**src/rtl/display_pkg.sv**
```systemverilog
// Shared constants for the seven-segment scan path: digit-select codes,
// the anode rotation order and default timing parameters.
package display_pkg;

  localparam logic [3:0] DIG_OP   = 4'b0001;
  localparam logic [3:0] DIG_ZERO = 4'b0010;
  localparam logic [3:0] DIG_LO   = 4'b0100;
  localparam logic [3:0] DIG_HI   = 4'b1000;

  localparam int DIV_DEFAULT   = 100000;
  localparam int GUARD_DEFAULT = 64;

  localparam logic [3:0] ANODE_SEQ [4] = '{DIG_OP, DIG_ZERO, DIG_LO, DIG_HI};

  function automatic logic [3:0] anode_of(input logic [1:0] idx);
    return ANODE_SEQ[idx];
  endfunction

endpackage

```
**src/rtl/display_scan_if.sv**
```systemverilog
// Bundle between the ALU-side producer and the scan controller; the
// controller is the slave, the ALU/board side is the master.
interface display_scan_if;
  logic [15:0] Y_in;
  logic [3:0]  OP_in;
  logic        load;
  logic        blank;
  logic [15:0] Y;
  logic [3:0]  OP;
  logic [3:0]  anode;
  logic [3:0]  an_n;
  logic        pending;
  logic        frame_done;

  modport master (
    output Y_in, OP_in, load, blank,
    input  Y, OP, anode, an_n, pending, frame_done
  );

  modport slave (
    input  Y_in, OP_in, load, blank,
    output Y, OP, anode, an_n, pending, frame_done
  );
endinterface

```
**src/rtl/scan_prescaler.sv**
```systemverilog
// Slot-length divider: div_cnt runs 0..DIV-1, tick marks the terminal cycle.
module scan_prescaler #(
  parameter int DIV   = 100000,
  parameter int CNT_W = (DIV > 1) ? $clog2(DIV) : 1
) (
  input  logic             clk,
  input  logic             rst_n,
  output logic [CNT_W-1:0] div_cnt,
  output logic             tick
);

  logic [CNT_W-1:0] div_cnt_reg;

  assign tick    = (div_cnt_reg == CNT_W'(DIV - 1));
  assign div_cnt = div_cnt_reg;

  always_ff @(posedge clk or negedge rst_n) begin
    if (!rst_n) begin
      div_cnt_reg <= '0;
    end else if (tick) begin
      div_cnt_reg <= '0;
    end else begin
      div_cnt_reg <= div_cnt_reg + CNT_W'(1);
    end
  end

endmodule

```
**src/rtl/display_scan_ctrl.sv**
```systemverilog
// Digit-scan controller: rotates the one-hot digit select, applies the
// anode guard/blank, and swaps in new results only at frame boundaries.
module display_scan_ctrl
  import display_pkg::*;
#(
  parameter int DIV   = DIV_DEFAULT,
  parameter int GUARD = GUARD_DEFAULT
) (
  input  logic           clk,
  input  logic           rst_n,
  display_scan_if.slave  bus
);

  localparam int CNT_W = (DIV > 1) ? $clog2(DIV) : 1;

  logic [CNT_W-1:0] div_cnt;
  logic             tick;

  scan_prescaler #(.DIV(DIV), .CNT_W(CNT_W)) u_prescaler (
    .clk     (clk),
    .rst_n   (rst_n),
    .div_cnt (div_cnt),
    .tick    (tick)
  );

  logic [1:0]   index_reg, index_next;
  logic [3:0]   anode_reg, anode_next;
  logic [3:0]   an_n_reg, an_n_next;
  logic [15:0]  y_reg, y_next, pend_y_reg, pend_y_next;
  logic [3:0]   op_reg, op_next, pend_op_reg, pend_op_next;
  logic         pending_reg, pending_next;
  logic         frame_done_reg, frame_done_next;
  logic [CNT_W:0] cnt_inc;
  logic         guard_next, frame_bound;

  always_comb begin
    cnt_inc         = {1'b0, div_cnt} + (CNT_W + 1)'(1);
    frame_bound     = tick && (index_reg == 2'd3);
    index_next      = tick ? index_reg + 2'd1 : index_reg;
    anode_next      = anode_of(index_next);
    // Every slot restarts at div_cnt 0, which is always inside the guard.
    guard_next      = tick || (cnt_inc < (CNT_W + 1)'(GUARD));
    // Registered pulse: arm one cycle early so it lands on the terminal cycle.
    frame_done_next = (div_cnt == CNT_W'(DIV - 2)) && (index_reg == 2'd3);

    y_next       = y_reg;
    op_next      = op_reg;
    pend_y_next  = pend_y_reg;
    pend_op_next = pend_op_reg;
    pending_next = pending_reg;

    if (bus.load) begin
      pend_y_next  = bus.Y_in;
      pend_op_next = bus.OP_in;
      pending_next = 1'b1;
    end
    if (frame_bound) begin
      pending_next = 1'b0;
      if (bus.load) begin
        y_next  = bus.Y_in;
        op_next = bus.OP_in;
      end else if (pending_reg) begin
        y_next  = pend_y_reg;
        op_next = pend_op_reg;
      end
    end
  end

  for (genvar gi = 0; gi < 4; gi++) begin : g_an_n
    assign an_n_next[gi] = bus.blank | guard_next | ~anode_next[gi];
  end

  always_ff @(posedge clk or negedge rst_n) begin
    if (!rst_n) begin
      index_reg      <= 2'd0;
      anode_reg      <= DIG_OP;
      an_n_reg       <= 4'b1111;
      y_reg          <= '0;
      op_reg         <= '0;
      pend_y_reg     <= '0;
      pend_op_reg    <= '0;
      pending_reg    <= 1'b0;
      frame_done_reg <= 1'b0;
    end else begin
      index_reg      <= index_next;
      anode_reg      <= anode_next;
      an_n_reg       <= an_n_next;
      y_reg          <= y_next;
      op_reg         <= op_next;
      pend_y_reg     <= pend_y_next;
      pend_op_reg    <= pend_op_next;
      pending_reg    <= pending_next;
      frame_done_reg <= frame_done_next;
    end
  end

  assign bus.Y          = y_reg;
  assign bus.OP         = op_reg;
  assign bus.anode      = anode_reg;
  assign bus.an_n       = an_n_reg;
  assign bus.pending    = pending_reg;
  assign bus.frame_done = frame_done_reg;

endmodule

```
**src/flat_wrapper.sv**
```systemverilog
// flat-port wrapper written by rule: the top's interface ports become plain ports
module display_scan_ctrl_flat import display_pkg::*;
#(
  parameter int DIV   = DIV_DEFAULT,
  parameter int GUARD = GUARD_DEFAULT
)
  (clk, rst_n, bus_Y_in, bus_OP_in, bus_load, bus_blank, bus_Y, bus_OP, bus_anode, bus_an_n, bus_pending, bus_frame_done);
  display_scan_if bus_i ();
  input  logic clk;
  input  logic rst_n;
  input wire logic [$bits(bus_i.Y_in)-1:0] bus_Y_in;
  input wire logic [$bits(bus_i.OP_in)-1:0] bus_OP_in;
  input wire logic [$bits(bus_i.load)-1:0] bus_load;
  input wire logic [$bits(bus_i.blank)-1:0] bus_blank;
  output wire logic [$bits(bus_i.Y)-1:0] bus_Y;
  output wire logic [$bits(bus_i.OP)-1:0] bus_OP;
  output wire logic [$bits(bus_i.anode)-1:0] bus_anode;
  output wire logic [$bits(bus_i.an_n)-1:0] bus_an_n;
  output wire logic [$bits(bus_i.pending)-1:0] bus_pending;
  output wire logic [$bits(bus_i.frame_done)-1:0] bus_frame_done;
  assign bus_i.Y_in = bus_Y_in;
  assign bus_i.OP_in = bus_OP_in;
  assign bus_i.load = bus_load;
  assign bus_i.blank = bus_blank;
  assign bus_Y = bus_i.Y;
  assign bus_OP = bus_i.OP;
  assign bus_anode = bus_i.anode;
  assign bus_an_n = bus_i.an_n;
  assign bus_pending = bus_i.pending;
  assign bus_frame_done = bus_i.frame_done;
  display_scan_ctrl #(.DIV(DIV), .GUARD(GUARD)) u_core (.clk(clk), .rst_n(rst_n), .bus(bus_i));
endmodule
```
**config.mk**
```make
export PLATFORM = sky130hd
export DESIGN_NAME = display_scan_ctrl_flat
export DESIGN_NICKNAME = d
export VERILOG_FILES = /design/src/rtl/display_pkg.sv /design/src/rtl/display_scan_if.sv /design/src/rtl/scan_prescaler.sv /design/src/rtl/display_scan_ctrl.sv /design/src/flat_wrapper.sv
export SDC_FILE = /design/constraint.sdc
export NUM_CORES = 1
export LEC_CHECK = 0
export ABC_AREA = 1
export BUFFER_PORTS_ARGS = -buffer_cell sky130_fd_sc_hd__buf_4
export CORE_UTILIZATION = 60
export CTS_BUF_LIST = sky130_fd_sc_hd__clkbuf_16
export DETAILED_ROUTE_END_ITERATION = 10
export PLACE_DENSITY = 0.84
export RECOVER_POWER = 25
export SYNTH_ARGS = -nofsm -noshare
export SYNTH_HDL_FRONTEND = slang
export SYNTH_SLANG_ARGS = --single-unit
export TNS_END_PERCENT = 10
```
**constraint.sdc**
```tcl
create_clock -name clk -period 2.4 [get_ports clk]
set_input_delay 0.24 -clock clk [delete_from_list [all_inputs] [get_ports clk]]
set_output_delay 0.24 -clock clk [all_outputs]
set_load 0.01 [all_outputs]
```
== Word-level counts from Yosys, hierarchy flattened ==
Index checks and enable logic that the tools add are counted.

* Bits in registers: 69
* Bits in latches: 0
* RAM bits: 0
* ROM bits: 0
* Output and inout bits: 30
* Word-level logic and storage cells: 45
* Memories: 0

* $add $sub $neg: 3
* $mul: 0
* Div/mod/pow operators: 0
* Magnitude comparators: 2
* Eq/ne operators: 3
* Shifts and indexed selects: 0
* Mux-type cells: 11
* Bitwise operators: 10
* Reductions and logical operators: 6

{| class="wikitable"
|+ Operator list
! cell !! number
|-
| $eq A17 B17 Y1 const B || 2
|-
| $mux W16 || 2
|-
| $add A17 B1 Y18 const B || 1
|-
| $lt A18 B7 Y1 const B || 1
|-
| $add A17 B1 Y17 const B || 1
|-
| $mux W17 || 1
|-
| $mux W4 || 4
|-
| $bmux W4 S2 || 1
|-
| $or A1 B1 Y1 || 5
|-
| $not A1 Y1 || 4
|-
| $reduce_bool A2 Y1 || 2
|-
| $ge A3 B3 Y1 const B || 1
|-
| $not A2 Y3 || 1
|-
| $add A2 B1 Y2 const B || 1
|-
| $eq A2 B2 Y1 const B || 1
|-
| $logic_and A1 B1 Y1 || 2
|-
| $mux W1 || 2
|-
| $mux W2 || 1
|-
| $reduce_and A2 Y1 || 1
|-
| $logic_or A1 B1 Y1 || 1
|}

== Depth between registers and ports, before layout ==
Gate-level depths: netlist of run 1.

* Depth in word-level cells: 8
* Gate-level depth with buffers: 11
* Mapped depth without buffers: 11

== By module ==
From an unflattened synthesis of run 1, not the netlist that was laid out.

* Cell total of the unflattened synthesis: 409
* Area, all modules: 3354.5 µm²

{| class="wikitable"
|+ Modules (own cells, without submodules)
! module !! instances !! cells each !! area each (µm²) !! seq. area each (µm²)
|-
| display_scan_ctrl || 1 || 271 || 2376.0 || 1307.5
|-
| scan_prescaler || 1 || 138 || 978.4 || 425.4
|}

== Worst setup path before layout of run 1 ==
OpenSTA, ideal clock, no wires.

* Path type: flip-flop to flip-flop
* From: register u_core.u_prescaler.div_cnt_reg[0], in the netlist u_core.u_prescaler.div_cnt[0]
* To: register u_core.y_reg[12], in the netlist u_core.bus.Y[12]
* Setup time: 0.118 ns
* Data arrival time: 1.438 ns
* Required time: 2.282 ns
* Slack: 0.844 ns
* Cell stages (with the launch flop): 8
* Path buffers: 1
* Period minus slack after synthesis: 1.556 ns
* Path through: dfrtp_1 > ha_1 > nand3_2 > nor3_4 > nand3_2 > buf_6 > nand2_1 > o21ai_2

* Cells in the longest elaborated chain, start to end: 3

{| class="wikitable"
|+ Ends and longest elaborated chain
! item !! RTL line !! source
|-
| start, declared || scan_prescaler.sv:12 || <nowiki>logic [CNT_W-1:0] div_cnt_reg;</nowiki>
|-
| start signal, assigned || scan_prescaler.sv:23 || <nowiki>div_cnt_reg <= div_cnt_reg + CNT_W'(1);</nowiki>
|-
| $eq A17 B17 Y1 || scan_prescaler.sv:14 || <nowiki>assign tick = (div_cnt_reg == CNT_W'(DIV - 1));</nowiki>
|-
| $logic_and A1 B1 Y1 || display_scan_ctrl.sv:38 || <nowiki>frame_bound = tick && (index_reg == 2'd3);</nowiki>
|-
| $reduce_and A2 Y1 (no source line) || n/a ||
|-
| end signal, assigned || display_scan_ctrl.sv:88 || <nowiki>y_reg <= y_next;</nowiki>
|-
| end, declared || display_scan_ctrl.sv:29 || <nowiki>logic [15:0] y_reg, y_next, pend_y_reg, pend_y_next;</nowiki>
|}

Every way passes these cells.
A chain may end at the register's enable or synchronous reset.

== Worst setup path in the final report of run 1 ==
Ends and elaborated chain as after synthesis.

==> impl_metrics.json, run 1 <==
{
  "crit_path_max_incr_delay_ps": 380,
  "p_sw_uw": 534.7,
  "hold_viol": 0,
  "drtIter0Drc": 179,
  "violations": "capacitance limit, slew limit",
  "criticalPathCategory": "reg2reg",
  "fin_crit_sh_pct": 77.16,
  "clock_path_buffers": 2,
  "finalSetupTns_ps": 0,
  "netlist_area_um2": 3162,
  "fin_crit_ps": 1852,
  "clock-sinks": 69,
  "p_int_uw": 1911,
  "finClkSkew_ps": 7.799,
  "initial_core_util_pct": 62.30,
  "syn_avg_cell_area_um2": 8.881,
  "synth_edf_count": 0,
  "rows": 26,
  "clk_pin_slew_ps": 50,
  "synth_cells": 356,
  "use_met3_pct": 8.672,
  "die_h_um": 74.59,
  "root_buffer": "clkbuf_16",
  "final_layout_size_suffix_gt1_share_pct": 30.62,
  "synth_seq_cells": 69,
  "crit_chain": "ha_1 -> nand3_2 -> nor3_4 -> nand3_2 -> buf_4 -> nand2_1 -> o21ai_2",
  "worst_ep_required_time_ps": 2590,
  "maxSlewViolCount": 70,
  "num_antenna_cells": 0,
  "grt_pass1_vias": 2235,
  "worst_ep_arrival_time_ps": 2050,
  "vias": 2450,
  "dpl.hpwl_mm": 4.285,
  "areaGrowthSynthToFinish_pct": 21.76,
  "die-area_um2": 5564,
  "met1_usage_pct": 32.80,
  "cp_top_family": "simple AND/OR/NAND/NOR gates",
  "grt_max_degree": 70,
  "grtUsageMet2_pct": 39.24,
  "startpoint_type": "flip-flop",
  "dieWidth_um": 74.59,
  "cellPowerDensity_nw_per_um2": 635.2,
  "layout.nets": 440,
  "rsz0062_at_grt": "no",
  "crit_path_frequent_cell": "nand3_2",
  "post_cts_resized": 0,
  "antenna_found_initial": 0,
  "drv_cap": 1,
  "pwr-share-comb_pct": 4.9,
  "htreeDepth": 3,
  "grt-ovfl-total": 0,
  "ys_async_sr_fraction_pct": 100.0,
  "outcome": "complete, but fails checks",
  "drt_wl_total_mm": 6.316,
  "p_clk_share_pct": 46.0,
  "yosys_most_used_dff": "dfrtp_1",
  "core_um2": 5075,
  "crit_buf_inv": 1,
  "ys_seq_area_share_pct": 54.81,
  "setup_viol": 0,
  "grt_busiest_layer": "met2",
  "antenna_left": 0,
  "portBuffers": 53,
  "path_max_fanout": 40,
  "post-cts-setup-buffers": 0,
  "cp-end-kind": "flip-flop",
  "sw_frac_of_total_pct": 21.86,
  "r2r_slack_ps": 550,
  "syn-num-nets": 383,
  "drcViolationCount": 0,
  "clock_latency_ps": 330,
  "whs_ps": 142.4,
  "yosys_warnings": 0,
  "wl_per_cell_um": 12.94,
  "peakVddDrop_v": 0.0005064,
  "grt_pass1_wl_mm": 10.23,
  "io_pins": 54,
  "cts_tree": "built",
  "cellLeakagePower_uw": 0.001992,
  "drt_pass1_iterations": 4,
  "hold_class": "in2reg",
  "cpMaxStageDelayCell": "dfrtp_1",
  "place_congestion": 0.9135,
  "pwr-share-seq_pct": 49.2,
  "largest_register_ffs": 17,
  "via_per_inst": 5.020,
  "grt_usage_pct": 25.10,
  "tightest_slew_ps": 1656,
  "ys_types": 27,
  "slew_headroom_pct": -10.37,
  "holdBufCountCts": 0,
  "cts_made_buffers": 9,
  "max_freq_mhz": 540.0
}
==> stage by stage <==
step | utilization (%) | instance area [µm²] | std cells | total power (µW) | setup WS, ps
after floorplan | - | 3162 | 356 | 1277 | 844.3
after global placement | 70.88 | 3597 | 472 | 1336 | 644.4
after detailed placement | 70.88 | 3597 | 472 | 1342 | 572.4
after CTS | 75.91 | 3852 | 488 | 2465 | 549.4
after global routing | 75.86 | 3850 | 488 | 2543 | 301.4
final | 75.86 | 3850 | 488 | 2446 | 548.1
==> path summary, 6_finish.rpt <==
path                                          startpoint                             to  depth (start not counted)
setup / recovery           u_core.u_prescaler.div_cnt[0]               u_core.bus.Y[12]                          7
hold / removal                              bus_Y_in[13]          u_core.pend_y_reg[13]                          3
setup reg to reg           u_core.u_prescaler.div_cnt[0]               u_core.bus.Y[12]                          7
hold reg to reg                    u_core.pend_y_reg[14]          u_core.pend_y_reg[14]                          2
max in group asynchronous                          rst_n  u_core.u_prescaler.div_cnt[1]                          1
min in group asynchronous                          rst_n           u_core.pend_y_reg[9]                          1
==> cell usage in the layout, fill, tap and decap left out <==
cell type and n:
nand2_1 111, dfrtp_1 64, buf_4 54, inv_1 44
nor2_1 32, nand2_2 21, o21ai_2 20, nand3_1 13
clkbuf_16 9, nor2_2 7, nand4_1 7, dfstp_2 5
inv_2 4, o21bai_1 3, a21oi_1 3, ha_1 3
nand3_2 2, o21ai_1 2, xor2_1 2, xnor2_1 2
clkinv_1 2, nor3_2 1, xnor2_2 1, nor3_4 1
nand3b_1 1, nor4_1 1, or2_2 1, clkinvlp_4 1
clkbuf_2 1
==> synthesized netlist by cell type, types with 2 or more instances <==
master    number  area share, %
nand2_1      111             13
dfrtp_1       64             51
inv_1         40            4.7
nor2_1        32            3.8
nand2_2       21            4.2
o21ai_2       20            5.5
nand3_1       13            2.1
nand4_1        7            1.4
nor2_2         7            1.4
dfstp_2        5            4.2
buf_6          4            1.4
clkbuf_1       4           0.47
inv_2          4           0.47
a21oi_1        3           0.47
ha_1           3            1.2
o21bai_1       3           0.71
nand3_2        2           0.63
o21ai_1        2           0.32
xnor2_1        2           0.55
xor2_1         2           0.55
==> per-layer routing <==
layer	vias up	wire length [µm]
met3	10	284
met4	0	86
li1	1208	-
met1	1176	2805
met2	56	3140
met5	-	0
==> worst min-delay path: cells and delay by family <==
kind	cells	cell delay, ps
AND/OR/NAND/NOR	2	110
buffers and inverters	1	80
==> final cells by class <==
cell class | instances | area (µm²)
clock buffers | 9 | 225.2
clock inverters | 7 | 30.03
fillers | 371 | 1225
inverters | 44 | 165.2
multi-input cells | 234 | 1199
flip-flops and latches | 69 | 1733
well taps | 70 | 87.58
repair buffers | 55 | 410.4
==> power by group through the flow <==
| stage | logic (µW) | clock network [µW] | registers (µW) |
|---|---|---|---|
| finish | 119 | 1120 | 1200 |
| CTS | 122 | 1140 | 1200 |
| global placement | 116 | 0 | 1220 |
| global route | 139 | 1200 | 1210 |
| floorplan | 56.6 | 0 | 1220 |
| detailed placement | 121 | 0 | 1220 |
==> cell families (layout without fill, tap and decap cells) <==
family                     count (synthesis)  in the layout  synth area share, %
AOI/OAI and AO/OA                         28             28                7.044
xor gates and xnor gates                   5              5                1.623
adders and majority gates                  3              3                1.187
buffers and inverters                     53            115                7.281
DFF                                       69             69                54.81
and+or+nand+nor                          198            198                28.06
No activity file was read; power rests on OpenSTA's default activity.
==> inputs of run 2 (changes only) <==
--- a/config.mk
+++ b/config.mk
@@ -5,12 +5,12 @@
 export SDC_FILE = /design/constraint.sdc
 export NUM_CORES = 1
 export LEC_CHECK = 0
-export ABC_AREA = 1
+export ABC_AREA = 0
 export BUFFER_PORTS_ARGS = -buffer_cell sky130_fd_sc_hd__buf_4
-export CORE_UTILIZATION = 60
+export CORE_UTILIZATION = 50
 export CTS_BUF_LIST = sky130_fd_sc_hd__clkbuf_16
 export DETAILED_ROUTE_END_ITERATION = 10
-export PLACE_DENSITY = 0.84
+export PLACE_DENSITY = 0.76
 export RECOVER_POWER = 25
 export SYNTH_ARGS = -nofsm -noshare
 export SYNTH_HDL_FRONTEND = slang
==> constraint.sdc (replaced) <==
create_clock -name clk -period 1.55 [get_ports clk]
set_input_delay 0.155 -clock clk [delete_from_list [all_inputs] [get_ports clk]]
set_output_delay 0.155 -clock clk [all_outputs]
set_load 0.01 [all_outputs]
==> impl_metrics.json, run 2 <==
{
  "fin_crit_ps": 1874,
  "criticalPathCategory": "reg2reg",
  "synth.area.mux_share_pct": 15.00,
  "dieWidth_um": 79.50,
  "initial_core_util_pct": 53.23,
  "final_cell_mix": "91 x buf_4, 61 x dfrtp_1, 20 x mux2_2, 20 x mux2_4, 15 x nor2_1",
  "mostFrequentLayoutCell": "buf_4",
  "syn-num-nets": 258,
  "cts_made_buffers": 9,
  "violations": "setup timing",
  "synth_seq_cells": 69,
  "final_layout_size_suffix_gt1_share_pct": 56.47,
  "post-place-ws_ps": -353.0,
  "synth_edf_count": 0,
  "antenna_left": 0,
  "synth_top_family_by_area": "multiplexers",
  "areaGrowthSynthToFinish_pct": 46.75,
  "drv_cap": 0,
  "worst_ep_arrival_time_ps": 2080,
  "grt_pass1_vias": 2147,
  "drt_pass1_iterations": 4,
  "cp-end-kind": "flip-flop",
  "syn_avg_cell_area_um2": 13.00,
  "synth_compound_area_share_pct": 5.833,
  "synth.most_common_cell": "dfrtp_1",
  "tightest_slew_ps": 731.9,
  "finalSetupTns_ps": -7126,
  "drcViolationCount": 0,
  "synth_xor_area_share_pct": 4.667,
  "core_um2": 5642,
  "yosys_most_used_dff": "dfrtp_1",
  "drt_wl_total_mm": 7.559,
  "grt_usage_pct": 23.14,
  "netlist_area_um2": 3003,
  "finClkSkew_ps": 5.952,
  "drtIter0Drc": 103,
  "synth_cells": 231,
  "timing.final.ws_setup_ps": -324.2,
  "yosys.area_share.simple_pct": 13.42,
  "rsz0062_at_grt": "yes",
  "hold_class": "in2reg",
  "largest_register_ffs": 17,
  "root_buffer": "clkbuf_16",
  "cellLeakagePower_uw": 0.002063,
  "ys_types": 44,
  "clk_pin_slew_ps": 60,
  "clock_path_buffers": 2,
  "portBuffers": 53,
  "fillers": 309,
  "hold_viol": 0,
  "clock_latency_ps": 330,
  "yosysTopAreaCell": "dfrtp_1",
  "place_congestion": 0.8220,
  "die-area_um2": 6319,
  "cts_tree": "built",
  "ys_async_sr_fraction_pct": 100.0,
  "yosys.area.top_type_share_pct": 53.33,
  "outcome": "complete, but fails checks",
  "wl_per_cell_um": 18.35,
  "setup_viol": 27,
  "max_freq_mhz": 533.6,
  "antenna_found_initial": 0,
  "fin_crit_sh_pct": 120.9,
  "yosys_warnings": 0,
  "cellPowerDensity_nw_per_um2": 930.6,
  "layout.nets": 362,
  "synth_fa_ha_area_share_pct": 1.250,
  "peakVddDrop_v": 0.0007444,
  "io_pins": 54,
  "vias": 2273,
  "grt_pass1_wl_mm": 10.67,
  "num_antenna_cells": 0,
  "grt_max_degree": 29,
  "rows": 27,
  "worst_ep_required_time_ps": 1760,
  "synth_area_leaders": "dfrtp_1 53%, mux2_2 14%, dfstp_2 4.4%, xnor2_1 2.6%, xor2_1 2.0%",
  "ys_seq_area_share_pct": 57.71,
  "clock-sinks": 69,
  "die_h_um": 79.50,
  "htreeDepth": 3,
  "netlist_top_cells_count": "64 x dfrtp_1, 38 x mux2_2, 16 x nor2_1",
  "maxSlewViolCount": 0,
  "slew_headroom_pct": 51.21,
  "startpoint_type": "flip-flop",
  "path_max_fanout": 10,
  "dpl.hpwl_mm": 4.534,
  "via_per_inst": 5.517,
  "grt-ovfl-total": 0,
  "whs_ps": 78.25
}
-- run 2: changes by cell type after synthesis, moves of 10 or more --
cell     before  now
mux2_2        0   38
nand2_2      21    0
nand2_1     111    9
nand3_1      13    3
nor2_1       32   16
nor3_1        0   12
inv_1        40    5
o21ai_2      20    0
-- run 2: worst paths after layout --
kind	startpoint	to	slack, ps	depth (start not counted)
max	u_core.u_prescaler.div_cnt[1]	u_core.bus.Y[14]	-320	7
min	bus_Y_in[1]	u_core.pend_y_reg[1]	80	2
max reg2reg	u_core.u_prescaler.div_cnt[1]	u_core.bus.Y[14]	-320	7
min reg2reg	u_core.pend_y_reg[14]	u_core.pend_y_reg[14]	500	1
max in group asynchronous	rst_n	u_core.pend_y_reg[11]	440	3
min in group asynchronous	rst_n	u_core.index_reg[0]	420	2
-- run 2: repair_timing --
item	CTS	global route
gates resized for setup	16	29
endpoints found under the hold margin	21	0
pin swaps	5	3
setup endpoints to repair	42	43
gates cloned	0	2
setup buffers	2	2
hold buffers	1	0
-- run 2: final cells by class --
cell class	instances	area, µm²	share of cell area, %
sequential	69	1737	39.41
timing repair buffer	102	844.6	19.17
clock buffer	9	225.2	5.111
multi-input combinational	148	1418	32.17
tap	72	90.09	2.044
clock inverter	7	73.82	1.675
inverter	5	18.77	0.4259
-- run 2: through the flow --
step / total power [µW] / instance area (µm²) / util (%) / std cells
CTS: 4097 / 4237 / 75.09 / 408
global placement: 2064 / 3844 / 68.13 / 389
global route: 4221 / 4407 / 78.11 / 412
finish: 4101 / 4407 / 78.11 / 412
detailed placement: 2072 / 3844 / 68.13 / 389
floorplan: 1966 / 3083 / - / 231
-- run 2: per-layer routing --
layer	global-route usage (%)	vias to the layer above	wire length, µm	share of wire [%]
met5	0	-	0	0
met3	5.371	12	349	4.6
met1	30.21	1155	3332	44
met4	9.273	0	107	1.4
li1	-	1038	-	-
met2	37.18	68	3770	50
-- run 2: kinds of logic (layout without fill, tap and decap cells) --
group / Yosys count / in the layout
flops: 69 / 69
simple gates: 65 / 65
mux: 40 / 40
compound gates: 24 / 24
xor+xnor: 16 / 16
buf+inv: 14 / 123
fa+ha+maj: 3 / 3
-- run 2: worst max-delay path, cell delays in order, from the launching register on --
cell,delay [ps]
dfrtp_1,410
ha_4,170
nand3_4,80
buf_6,150
nor4b_4,270
buf_6,170
clkbuf_16,180
mux2_4,310
-- run 2: power by group --
part	internal, µW	switching [µW]
registers	1850	15.1
clock network	1250	799
logic	95.5	87.2
total	3200	902
